[config.mk]
export PLATFORM = sky130hd
export DESIGN_NAME = countdown_timer
export DESIGN_NICKNAME = d
export VERILOG_FILES = /design/src/rtl/countdown_timer.sv
export SDC_FILE = /design/constraint.sdc
export NUM_CORES = 1
export LEC_CHECK = 0
export ABC_AREA = 1
export CORE_MARGIN = 3
export CORE_UTILIZATION = 45
export DETAILED_ROUTE_END_ITERATION = 12
export DONT_BUFFER_PORTS = 1
export PLACE_DENSITY = 0.67
export SETUP_SLACK_MARGIN = 0.5
export SYNTH_ARGS = -nofsm -noshare
export SYNTH_HDL_FRONTEND = slang
export SYNTH_SLANG_ARGS = --single-unit
[constraint.sdc]
create_clock -name clk_out -period 4.5 [get_ports clk_out]
set_clock_uncertainty 0.05 [all_clocks]
set_input_delay 0.45 -clock clk_out [delete_from_list [all_inputs] [get_ports clk_out]]
set_output_delay 0.45 -clock clk_out [all_outputs]
set_load 0.02 [all_outputs]
[src/rtl/countdown_timer.sv]
// Two-digit BCD seconds countdown feeding the seven-segment display, with a one-cycle done pulse on expiry.
// Latency: a load appears on the outputs one cycle after the start edge. All outputs are registered.
// No backpressure. start/cancel are sampled every cycle. The optional pause input exists only when COUNTDOWN_PAUSE_EN is defined.
module countdown_timer #(
  parameter int TICKS_PER_SEC = 100000000
) (
  input  logic       clk_out,
  input  logic       reset,
  input  logic       start,
  input  logic       cancel,
`ifdef COUNTDOWN_PAUSE_EN
  input  logic       pause,
`endif
  input  logic [7:0] load_value,
  output logic [8:0] seconds,
  output logic       busy,
  output logic       done
);

  // Prescaler width. The wrap value TICKS_PER_SEC-1 always fits in $clog2(TICKS_PER_SEC) bits.
  localparam int PRE_W = (TICKS_PER_SEC > 1) ? $clog2(TICKS_PER_SEC) : 1;
  localparam logic [PRE_W-1:0] PRE_LAST = PRE_W'(TICKS_PER_SEC - 1);
  localparam logic [PRE_W-1:0] PRE_ONE  = PRE_W'(1);

  typedef enum logic [1:0] {
    ST_IDLE = 2'd0,
    ST_RUN  = 2'd1,
    ST_DONE = 2'd2
  } state_t;

  state_t           state_q, state_d;
  logic [7:0]       value_q, value_d;
  logic [PRE_W-1:0] pre_q,   pre_d;
  logic [8:0]       seconds_d;
  logic             busy_d;
  logic             done_d;
  logic             pause_i;
  logic [7:0]       load_clamped;
  logic             tick;

`ifdef COUNTDOWN_PAUSE_EN
  assign pause_i = pause;
`else
  assign pause_i = 1'b0;
`endif

  // Clamp each BCD digit to 9 so a malformed menu value still counts sensibly.
  function automatic logic [7:0] clamp_bcd(input logic [7:0] v);
    logic [3:0] tens;
    logic [3:0] ones;
    tens = (v[7:4] > 4'd9) ? 4'd9 : v[7:4];
    ones = (v[3:0] > 4'd9) ? 4'd9 : v[3:0];
    return {tens, ones};
  endfunction

  // BCD decrement. The caller never passes 00, because 01 expires first,
  // so the tens digit cannot borrow below zero.
  function automatic logic [7:0] bcd_dec(input logic [7:0] v);
    logic [3:0] tens;
    logic [3:0] ones;
    tens = v[7:4];
    ones = v[3:0];
    if (ones != 4'd0) begin
      ones = ones - 4'd1;
    end else begin
      ones = 4'd9;
      tens = tens - 4'd1;
    end
    return {tens, ones};
  endfunction

  assign load_clamped = clamp_bcd(load_value);

  // One-second tick: the prescaler wrap cycle while running and not frozen by pause.
  always_comb begin
    tick = 1'b0;
    if (state_q == ST_RUN && !pause_i && pre_q == PRE_LAST) begin
      tick = 1'b1;
    end
  end

  // Next-state logic. Priority is cancel, then load, then normal counting.
  // Output values are derived from the next state so they can be registered.
  always_comb begin
    state_d = state_q;
    value_d = value_q;
    pre_d   = pre_q;

    if (cancel) begin
      // Abort from any state. This also swallows a DONE that would have fired this edge.
      state_d = ST_IDLE;
      value_d = 8'h00;
      pre_d   = '0;
    end else if (start) begin
      // A load restarts from the top of a second, even when already running.
      pre_d = '0;
      if (load_clamped == 8'h00) begin
        state_d = ST_DONE;
        value_d = 8'h00;
      end else begin
        state_d = ST_RUN;
        value_d = load_clamped;
      end
    end else begin
      unique case (state_q)
        ST_IDLE: begin
          state_d = ST_IDLE;
        end
        ST_RUN: begin
          if (!pause_i) begin
            if (tick) begin
              pre_d = '0;
              if (value_q == 8'h01) begin
                // Expire on the 01 -> 00 step. 00 is never shown while running.
                state_d = ST_DONE;
                value_d = 8'h00;
              end else begin
                value_d = bcd_dec(value_q);
              end
            end else begin
              pre_d = pre_q + PRE_ONE;
            end
          end
        end
        ST_DONE: begin
          // DONE lasts exactly one cycle.
          state_d = ST_IDLE;
          value_d = 8'h00;
          pre_d   = '0;
        end
        default: begin
          state_d = ST_IDLE;
          value_d = 8'h00;
          pre_d   = '0;
        end
      endcase
    end
  end

  // Output decode from the next state. The display is only enabled while counting.
  always_comb begin
    seconds_d = 9'h000;
    busy_d    = 1'b0;
    done_d    = 1'b0;
    if (state_d == ST_RUN) begin
      seconds_d = {1'b1, value_d};
      busy_d    = 1'b1;
    end
    if (state_d == ST_DONE) begin
      done_d = 1'b1;
    end
  end

  // State, count and registered outputs. Asynchronous reset clears everything at once.
  always_ff @(posedge clk_out or posedge reset) begin
    if (reset) begin
      state_q <= ST_IDLE;
      value_q <= 8'h00;
      pre_q   <= '0;
      seconds <= 9'h000;
      busy    <= 1'b0;
      done    <= 1'b0;
    end else begin
      state_q <= state_d;
      value_q <= value_d;
      pre_q   <= pre_d;
      seconds <= seconds_d;
      busy    <= busy_d;
      done    <= done_d;
    end
  end

endmodule

---- Yosys cells after proc, flatten, opt, wreduce, memory -nomap -nowiden ----
Index checks and enable logic that the tools add are counted.
operators by class
  add/subtract/negate cells ............... 3
  magnitude comparators ................... 2
  equal/unequal tests ..................... 6
  mux-type cells .......................... 24
  reductions and logical operators ........ 4
operators by type and width
  kind                   count
  $mux 27                3
  $pmux 27 s2            1
  $mux 8                 5
  $add 27x1->27 const B  1
  $eq 27x27->1 const B   1
  $mux 4                 4
  $pmux 8 s2             1
  $mux 2                 6
  $mux 9                 1
  $eq 8x1->1 const B     1
  $gt 4x4->1 const B     2
  $logic_not 8->1        1
  $sub 4x1->4 const B    2
  $eq 2x1->1 const B     2
  $reduce_bool 4->1      1
  $mux 1                 3
  $ne 3x3->1 const B     1
  $eq 2x2->1 const B     1
  $logic_not 2->1        1
  $logic_and 1x1->1      1
word-level totals
  register bits ........................... 48
  input port bits ......................... 12
  output and inout bits ................... 11
  word-level logic and storage cells ...... 45

---- Logic depth before layout (Yosys ltp) ----
Gate-level depths: netlist of run 1.
  depth after elaboration ................. 9
  depth in mapped cells ................... 13
  mapped depth without buffers ............ 13

---- Worst setup path before layout of run 1 ----
OpenSTA, ideal clock, no wires.
  path type ............................... reg2reg
  start point ............................. reg pre_q[0]
  end point ............................... reg pre_q[15]
  library setup time ...................... 120 ps
  arrival ................................. 1500 ps
  data required time ...................... 4330 ps
  slack ................................... 2830 ps
  stages on the path, launching flop included .. 12
  path buffers ............................ 1
  clock period less this slack ............ 1670 ps
  cells stage by stage .................... dfrtp_1 -> ha_1 -> nand3_1 -> inv_1 -> nand2_4 -> nor2_4 -> nand2_4 -> nand4_4 -> nand2_4 -> inv_4 -> buf_12 -> nor2_1
between the ends
  word-level cells in the longest chain between the ends .. 7
  elaborated cells between the ends (all ways) .. 8
  classes of those cells .................. 1 x add/sub; 1 x eq/ne; 5 x mux; 1 x reduce/logical
ends and longest elaborated chain
  item                                                   RTL line  source
  start, declared                                        33        logic [PRE_W-1:0] pre_q, pre_d;
  start signal, assigned                                 166       pre_q <= pre_d;
  branches (longest 3 deep; another with $add 27x1->27)  n/a
  $mux 27 (*)                                            111       if (tick) begin
  $pmux 27 s2 (*)                                        105       unique case (state_q)
  $mux 27 (*)                                            94        end else if (start) begin
  $mux 27 (*)                                            89        if (cancel) begin
Mark *: on every way between the ends.
A chain may end at the register's enable or synchronous reset.

---- Worst setup path after layout of run 1 ----
  start point ............................. reg pre_q[0]
  end point ............................... reg seconds[5]
between the ends
  word-level cells in the longest chain between the ends .. 9
  elaborated cells between the ends (all ways) .. 13
  classes of those cells .................. 2 x eq/ne; 10 x mux; 1 x reduce/logical
ends and longest elaborated chain
  item                    RTL line  source
  $eq 27x27->1            77        if (state_q == ST_RUN && !pause_i && pre_q == PRE_LAST) begin
  $logic_and 1x1->1       77
  $mux 1                  77
  $mux 2                  111
  $mux 2                  105
  $mux 2                  94
  $mux 2                  89
  named net state_d[0]    31        state_t state_q, state_d;
  $eq 2x1->1              145       if (state_d == ST_RUN) begin
  $mux 9                  145
  named net seconds_d[5]  34        logic [8:0] seconds_d;
  end signal, assigned    167       seconds <= seconds_d;
  end, declared           15        output logic [8:0] seconds,
The timed path passes the listed nets, and every way through them passes these cells.

==> results.sh, run 1 <==
export IMPL_status="finished clean"
export IMPL_final_common_cell="nand2_1"
export IMPL_power_uw=810
export IMPL_post_dp_cell_area_mm2=0.00304
export IMPL_cts_num_sinks=47
export IMPL_clk_pin_slew_ns=0.09
export IMPL_finalSetupTns_ns=0
export IMPL_drt_first_pass_iters=4
export IMPL_num_nets_final=432
export IMPL_cts_buffers=5
export IMPL_endpoint_kind="register"
export IMPL_clk_latency_ns=0.31
export IMPL_powerDensity_mw_per_mm2=259
export IMPL_die_height_um=87.5
export IMPL_crit_path_top_delay_cell="dfrtp_1"
export IMPL_ios=23
export IMPL_critPathMaxStageDelay_ns=0.39
export IMPL_dieWidth_um=87.5
export IMPL_syn_inst=417
export IMPL_root_buffer="clkbuf_8"
export IMPL_final_cell_mix="98 x nand2_1, 63 x nor2_1, 49 x inv_1"
export IMPL_hp_class="in2reg"
export IMPL_final_cells=494
export IMPL_maxSlewHeadroom=0.372
export IMPL_coreArea_mm2=0.00639
export IMPL_vias=2642
export IMPL_rows=29
export IMPL_grt_max_degree=48
export IMPL_grt_pass1_vias=2546
export IMPL_ys_ff_latch=47
export IMPL_ys_warn_count=0
export IMPL_syn_to_final_growth_pct=4.48
export IMPL_finalCritPeriodShare=0.426
export IMPL_clockBufferDepth=2
export IMPL_grt_ovfl_total=0
export IMPL_hold_slack_ns=0.141
export IMPL_n_antenna_cell=0
export IMPL_setup_viol=0
export IMPL_drcViolationCount=0
export IMPL_cts_resized=0
export IMPL_p_leak_nw=1.47
export IMPL_grtUsageTotal=0.188
export IMPL_final_cell_area_mm2=0.00312
export IMPL_ys_async_sr_fraction=1.00
export IMPL_wl_met2_mm=3.12
export IMPL_antenna_found_initial=0
export IMPL_nFillCells=654
export IMPL_fin_crit_ns=1.92
export IMPL_route_met3_wl_um=405
export IMPL_gp_congestion=0.882
export IMPL_cp_required_ns=4.65
export IMPL_critPathMaxFanout=8
export IMPL_synth_seq_area_share=0.393
export IMPL_worstSetupPathType="reg2reg"
export IMPL_drtAntennaViolNets=0
export IMPL_dp_cells=487
export IMPL_arrival_ns=2.07
export IMPL_dp_hpwl_mm=4.99
export IMPL_synth_avg_cell_area_um2=7.17
export IMPL_critPathTopFamily="simple AND/OR/NAND/NOR gates"
export IMPL_htree_levels=2
export IMPL_max_freq_mhz=521
export IMPL_synth_area_mm2=0.00299
export IMPL_met1_length_mm=2.99
export IMPL_grt_pass1_wl_mm=11.6
export IMPL_crit_chain="ha_1, nand3_1, inv_1, nand2_4, nor2_4, nand4_1, nand3_2, nand2_2, clkinv_2, a21oi_1"
export IMPL_final_max_slew_viol_count=0
export IMPL_worst_pin_slew_ns=0.941
export IMPL_viasPerCell=5.35
export IMPL_cts_tree="yes"
export IMPL_post_cts_setup_buffers=0
export IMPL_drt_iter0_markers=166
export IMPL_crit_buf_inv=2
export IMPL_rsz0062_at_grt="false"
export IMPL_highest_layer="met4"
export IMPL_ir_drop_uv=148
export IMPL_drive_gt1_frac=0.0959
export IMPL_wirelength_mm=6.62
export IMPL_hold_buffers=0
export IMPL_numPortBuffers=0
export IMPL_maxCapViolations=0
export IMPL_hold_viol=0
export IMPL_post_drt_wl_per_cell_um=13.4
export IMPL_ys_flop_type="dfrtp_1"
export IMPL_synth_cell_types=37
export IMPL_synth_edff_count=0
export IMPL_start_kind="register"
export IMPL_initial_utilization=0.468
export IMPL_die_area_mm2=0.00766
export IMPL_syn_nets=432
-- cell families (layout without fill, tap and decap cells) --
| group | count (synthesis) | after routing | share of synthesized area |
|---|---|---|---|
| compound gates | 38 | 38 | 0.0695 |
| xor+xnor | 9 | 9 | 0.0264 |
| fa+ha+maj | 3 | 3 | 0.0126 |
| buf+inv | 63 | 63 | 0.0891 |
| flops | 47 | 47 | 0.393 |
| simple gates | 257 | 257 | 0.409 |
-- power breakdown --
group	total [mW]	internal (mW)	switching (mW)
registers	0.455	0.436	0.0189
logic	0.0947	0.0283	0.0664
clock network	0.261	0.121	0.140
-- registers in the layout, summed over array words and instances, names as in the netlist --
signal / count
done: 1
value_q: 8
pre_q: 27
busy: 1
seconds: 8
state_q: 2
-- through the flow --
step,worst slack (ns),utilization
floorplan,2.83,-
global placement,2.63,0.476
global route,2.36,0.489
detailed placement,2.58,0.476
finish,2.58,0.489
CTS,2.57,0.489
-- routing by layer --
| metal | up-vias | global-route usage |
|---|---|---|
| met4 | 0 | 0.0488 |
| met2 | 81 | 0.308 |
| met3 | 10 | 0.0501 |
| met1 | 1206 | 0.247 |
| met5 | - | 0 |
| li1 | 1345 | - |
-- synthesized netlist by cell type, types with 3 or more instances --
cell type  number  area, µm²
xnor2_1         3       26.3
nor2_2         11       68.8
a211oi_1        3       22.5
nand2_1        98        368
buf_2           3       15.0
inv_1          50        188
xor2_1          6       52.6
nand3_2         3       30.0
dfrtp_1        47       1180
nand4_1        20        125
nand3_1        32        160
nor3_1         12       60.1
ha_1            3       37.5
nor2_1         63        236
nand2_4         4       45.0
nor2_4          4       45.0
a21oi_1        18       90.1
o21ai_0        12       60.1
-- final timing paths --
check                                     start  depth (start not counted)  slack (ns)                    end
setup / recovery           pre_q[0]$_DFFE_PP0P_                         10        2.58   seconds[5]$_DFF_PP0_
hold reg to reg            pre_q[0]$_DFFE_PP0P_                          1        0.46   pre_q[0]$_DFFE_PP0P_
max in group asynchronous                 reset                          1        3.63  pre_q[12]$_DFFE_PP0P_
min in group asynchronous                 reset                          1        0.18  pre_q[20]$_DFFE_PP0P_
hold / removal                           cancel                          1        0.14   value_q[5]$_DFF_PP0_
setup reg to reg           pre_q[0]$_DFFE_PP0P_                         10        2.58   seconds[5]$_DFF_PP0_
-- layout make-up --
class                      count  area, µm²  area share
multi-input combinational    307       1550       0.495
clock buffer                   6       82.6      0.0264
clock inverter                 1       5.00     0.00160
sequential                    47       1180       0.376
tap                           77       96.3      0.0308
inverter                      56        216      0.0693
Power figures use the tool's default switching activity.
==> inputs of run 2 (changes only) <==
--- a/config.mk
+++ b/config.mk
@@ -10,7 +10,7 @@
 export CORE_UTILIZATION = 45
 export DETAILED_ROUTE_END_ITERATION = 12
 export DONT_BUFFER_PORTS = 1
-export PLACE_DENSITY = 0.67
+export PLACE_DENSITY = 0.69
 export SETUP_SLACK_MARGIN = 0.5
 export SYNTH_ARGS = -nofsm -noshare
 export SYNTH_HDL_FRONTEND = slang
==> constraint.sdc (replaced) <==
create_clock -name clk_out -period 1.75 [get_ports clk_out]
set_clock_uncertainty 0.05 [all_clocks]
set_input_delay 0.175 -clock clk_out [delete_from_list [all_inputs] [get_ports clk_out]]
set_output_delay 0.175 -clock clk_out [all_outputs]
set_load 0.02 [all_outputs]
==> run 2 against run 1 <==
  * Global-route usage grew 3.4 points
  * Cell count grew 14%
  * Worst setup slack lost 2.5 ns
  * Cell area grew 32%
  * Sequential share of layout area shrank 8.9 points
==> results.sh, run 2 (same netlist as run 1, synthesis figures left out) <==
export IMPL_status="finished clean"
export IMPL_root_buffer="clkbuf_8"
export IMPL_worstSetupPathType="reg2reg"
export IMPL_drtAntennaViolNets=0
export IMPL_ff2ff_setup_slack_ns=0.05
export IMPL_final_common_cell="nand2_1"
export IMPL_grt_max_degree=48
export IMPL_worst_pin_slew_ns=0.468
export IMPL_cts_num_sinks=47
export IMPL_finalCritPeriodShare=0.974
export IMPL_setup_slack_ns=0.0461
export IMPL_largest_reg_flops=27
export IMPL_dieWidth_um=87.5
export IMPL_maxSlewHeadroom=0.684
export IMPL_vias=3133
export IMPL_grt_ovfl_total=0
export IMPL_ir_drop_uv=362
export IMPL_crit_path_top_delay_cell="dfrtp_1"
export IMPL_final_cell_area_mm2=0.00412
export IMPL_hp_class="in2reg"
export IMPL_wl_met2_mm=4.46
export IMPL_start_kind="register"
export IMPL_worstSetupEndpoint="pre_q[14]$_DFFE_PP0P_"
export IMPL_drt_iter0_markers=255
export IMPL_top_register="pre_q"
export IMPL_grt_pass1_vias=2988
export IMPL_num_nets_final=501
export IMPL_final_cells=564
export IMPL_drt_first_pass_iters=5
export IMPL_n_antenna_cell=0
export IMPL_final_max_slew_viol_count=0
export IMPL_powerDensity_mw_per_mm2=549
export IMPL_htree_levels=2
export IMPL_worstRegToRegCells=11
export IMPL_crit_chain="nand2_2, inv_2, nand2_1, nor2_2, buf_4, nand3_2, nor2_2, nand2_1, buf_4, o22ai_2, nor2_2"
export IMPL_power_mw=2.26
export IMPL_cp_required_ns=1.90
export IMPL_finalSetupTns_ns=0
export IMPL_setup_viol=0
export IMPL_highest_layer="met4"
export IMPL_grtUsageTotal=0.222
export IMPL_hold_slack_ns=0.0184
export IMPL_wirelength_mm=8.77
export IMPL_syn_to_final_growth_pct=37.6
export IMPL_p_leak_nw=1.86
export IMPL_pwr_share_clk=0.296
export IMPL_final_util=0.644
export IMPL_cts_tree="yes"
export IMPL_setup_worst_path_start="pre_q[5]$_DFFE_PP0P_"
export IMPL_ios=23
export IMPL_antenna_found_initial=0
export IMPL_numPortBuffers=0
export IMPL_critPathMaxStageDelay_ns=0.42
export IMPL_viasPerCell=5.55
export IMPL_hold_viol=0
export IMPL_die_area_mm2=0.00766
export IMPL_met1_length_mm=3.62
export IMPL_max_freq_mhz=587
export IMPL_rsz0062_at_grt="true"
export IMPL_maxCapViolations=0
export IMPL_p_switching_uw=693
export IMPL_timing_rr_end="pre_q[14]$_DFFE_PP0P_"
export IMPL_dp_hpwl_mm=5.44
export IMPL_dp_cells=514
export IMPL_crit_top_cell="nor2_2"
export IMPL_cts_buffers=5
export IMPL_coreArea_mm2=0.00639
export IMPL_final_cell_mix="85 x nand2_1, 58 x buf_4, 44 x nor2_1"
export IMPL_drive_gt1_frac=0.402
export IMPL_route_met3_wl_um=514
export IMPL_largestRegisters="pre_q x27, seconds x8, value_q x8"
export IMPL_drcViolationCount=0
export IMPL_initial_utilization=0.468
export IMPL_place_ws_ns=-0.0418
export IMPL_p_int_mw=1.57
export IMPL_pwr_share_seq=0.515
export IMPL_arrival_ns=1.86
export IMPL_endpoint_kind="register"
export IMPL_comb_power_share=0.189
export IMPL_clockBufferDepth=2
export IMPL_post_drt_wl_per_cell_um=15.6
export IMPL_grt_pass1_wl_mm=13.6
export IMPL_die_height_um=87.5
export IMPL_crit_reg2reg_launch="pre_q[5]$_DFFE_PP0P_"
export IMPL_clk_latency_ns=0.31
export IMPL_critPathMaxFanout=4
export IMPL_swShare=0.307
export IMPL_rows=29
export IMPL_clk_pin_slew_ns=0.09
export IMPL_gp_congestion=0.861
export IMPL_post_dp_cell_area_mm2=0.00328
export IMPL_fin_crit_ns=1.70
[run 2: cell count changes in the layout (fill, tap and decap cells not counted), sizes merged]
| cell | delta |
|---|---|
| buf | +61 |
| dlygate4sd3 | +6 |
| clkinvlp | +2 |
| clkinv | +1 |
| inv | -1 |
| nand2 | +1 |
[run 2: cell type report]
type / instances / area [µm²]
Fill cell: 524 / 2270
Multi-Input combinational cell: 308 / 1960
Sequential cell: 47 / 1180
Timing Repair Buffer: 67 / 538
Inverter: 56 / 234
Tap cell: 77 / 96.3
Clock buffer: 6 / 72.6
Timing Repair inverter: 1 / 16.3
Clock inverter: 2 / 12.5
[run 2: power by group through the flow]
stage	Combinational [mW]	Clock [mW]	Sequential, mW
2_1_floorplan	0.215	0	1.18
3_3_place_gp	0.271	0	1.19
3_5_place_dp	0.275	0	1.19
4_1_cts	0.367	0.686	1.16
5_1_grt	0.477	0.719	1.17
6_report	0.428	0.668	1.16
[run 2: worst max-delay path, delay by kind of cell (launching register included)]
family          cells  cell delay [ns]
simple gates        7             0.63
flops               1             0.42
buf+inv             3             0.34
compound gates      1             0.14
[run 2: worst min-delay path by stage]
stage               startpoint  cells after the start                    to  slack (ns)
floorplan                reset                      1        busy$_DFF_PP0_        0.15
global placement         reset                      2  seconds[0]$_DFF_PP0_        0.08
detailed placement       reset                      2  seconds[0]$_DFF_PP0_        0.08
CTS                     cancel                      1  value_q[2]$_DFF_PP0_       -0.14
global route             start                      3  value_q[6]$_DFF_PP0_        0.04
finish                   start                      3  value_q[6]$_DFF_PP0_        0.02
[run 2: what timing repair did]
| item | in CTS | in global routing |
|---|---|---|
| hold buffers | 5 | 1 |
| buffers inserted | 15 | 19 |
| resized for setup | 37 | 83 |
| endpoints found under the setup margin | 47 | 47 |
| endpoints found under the hold margin | 63 | 8 |
| gates cloned | 2 | 0 |
| pin swaps | 24 | 36 |
[run 2: per-layer routing]
| layer | global-route usage | vias to the layer above |
|---|---|---|
| met5 | 0 | - |
| met4 | 0.0809 | 0 |
| met3 | 0.0360 | 19 |
| met2 | 0.384 | 132 |
| met1 | 0.279 | 1498 |
| li1 | - | 1484 |
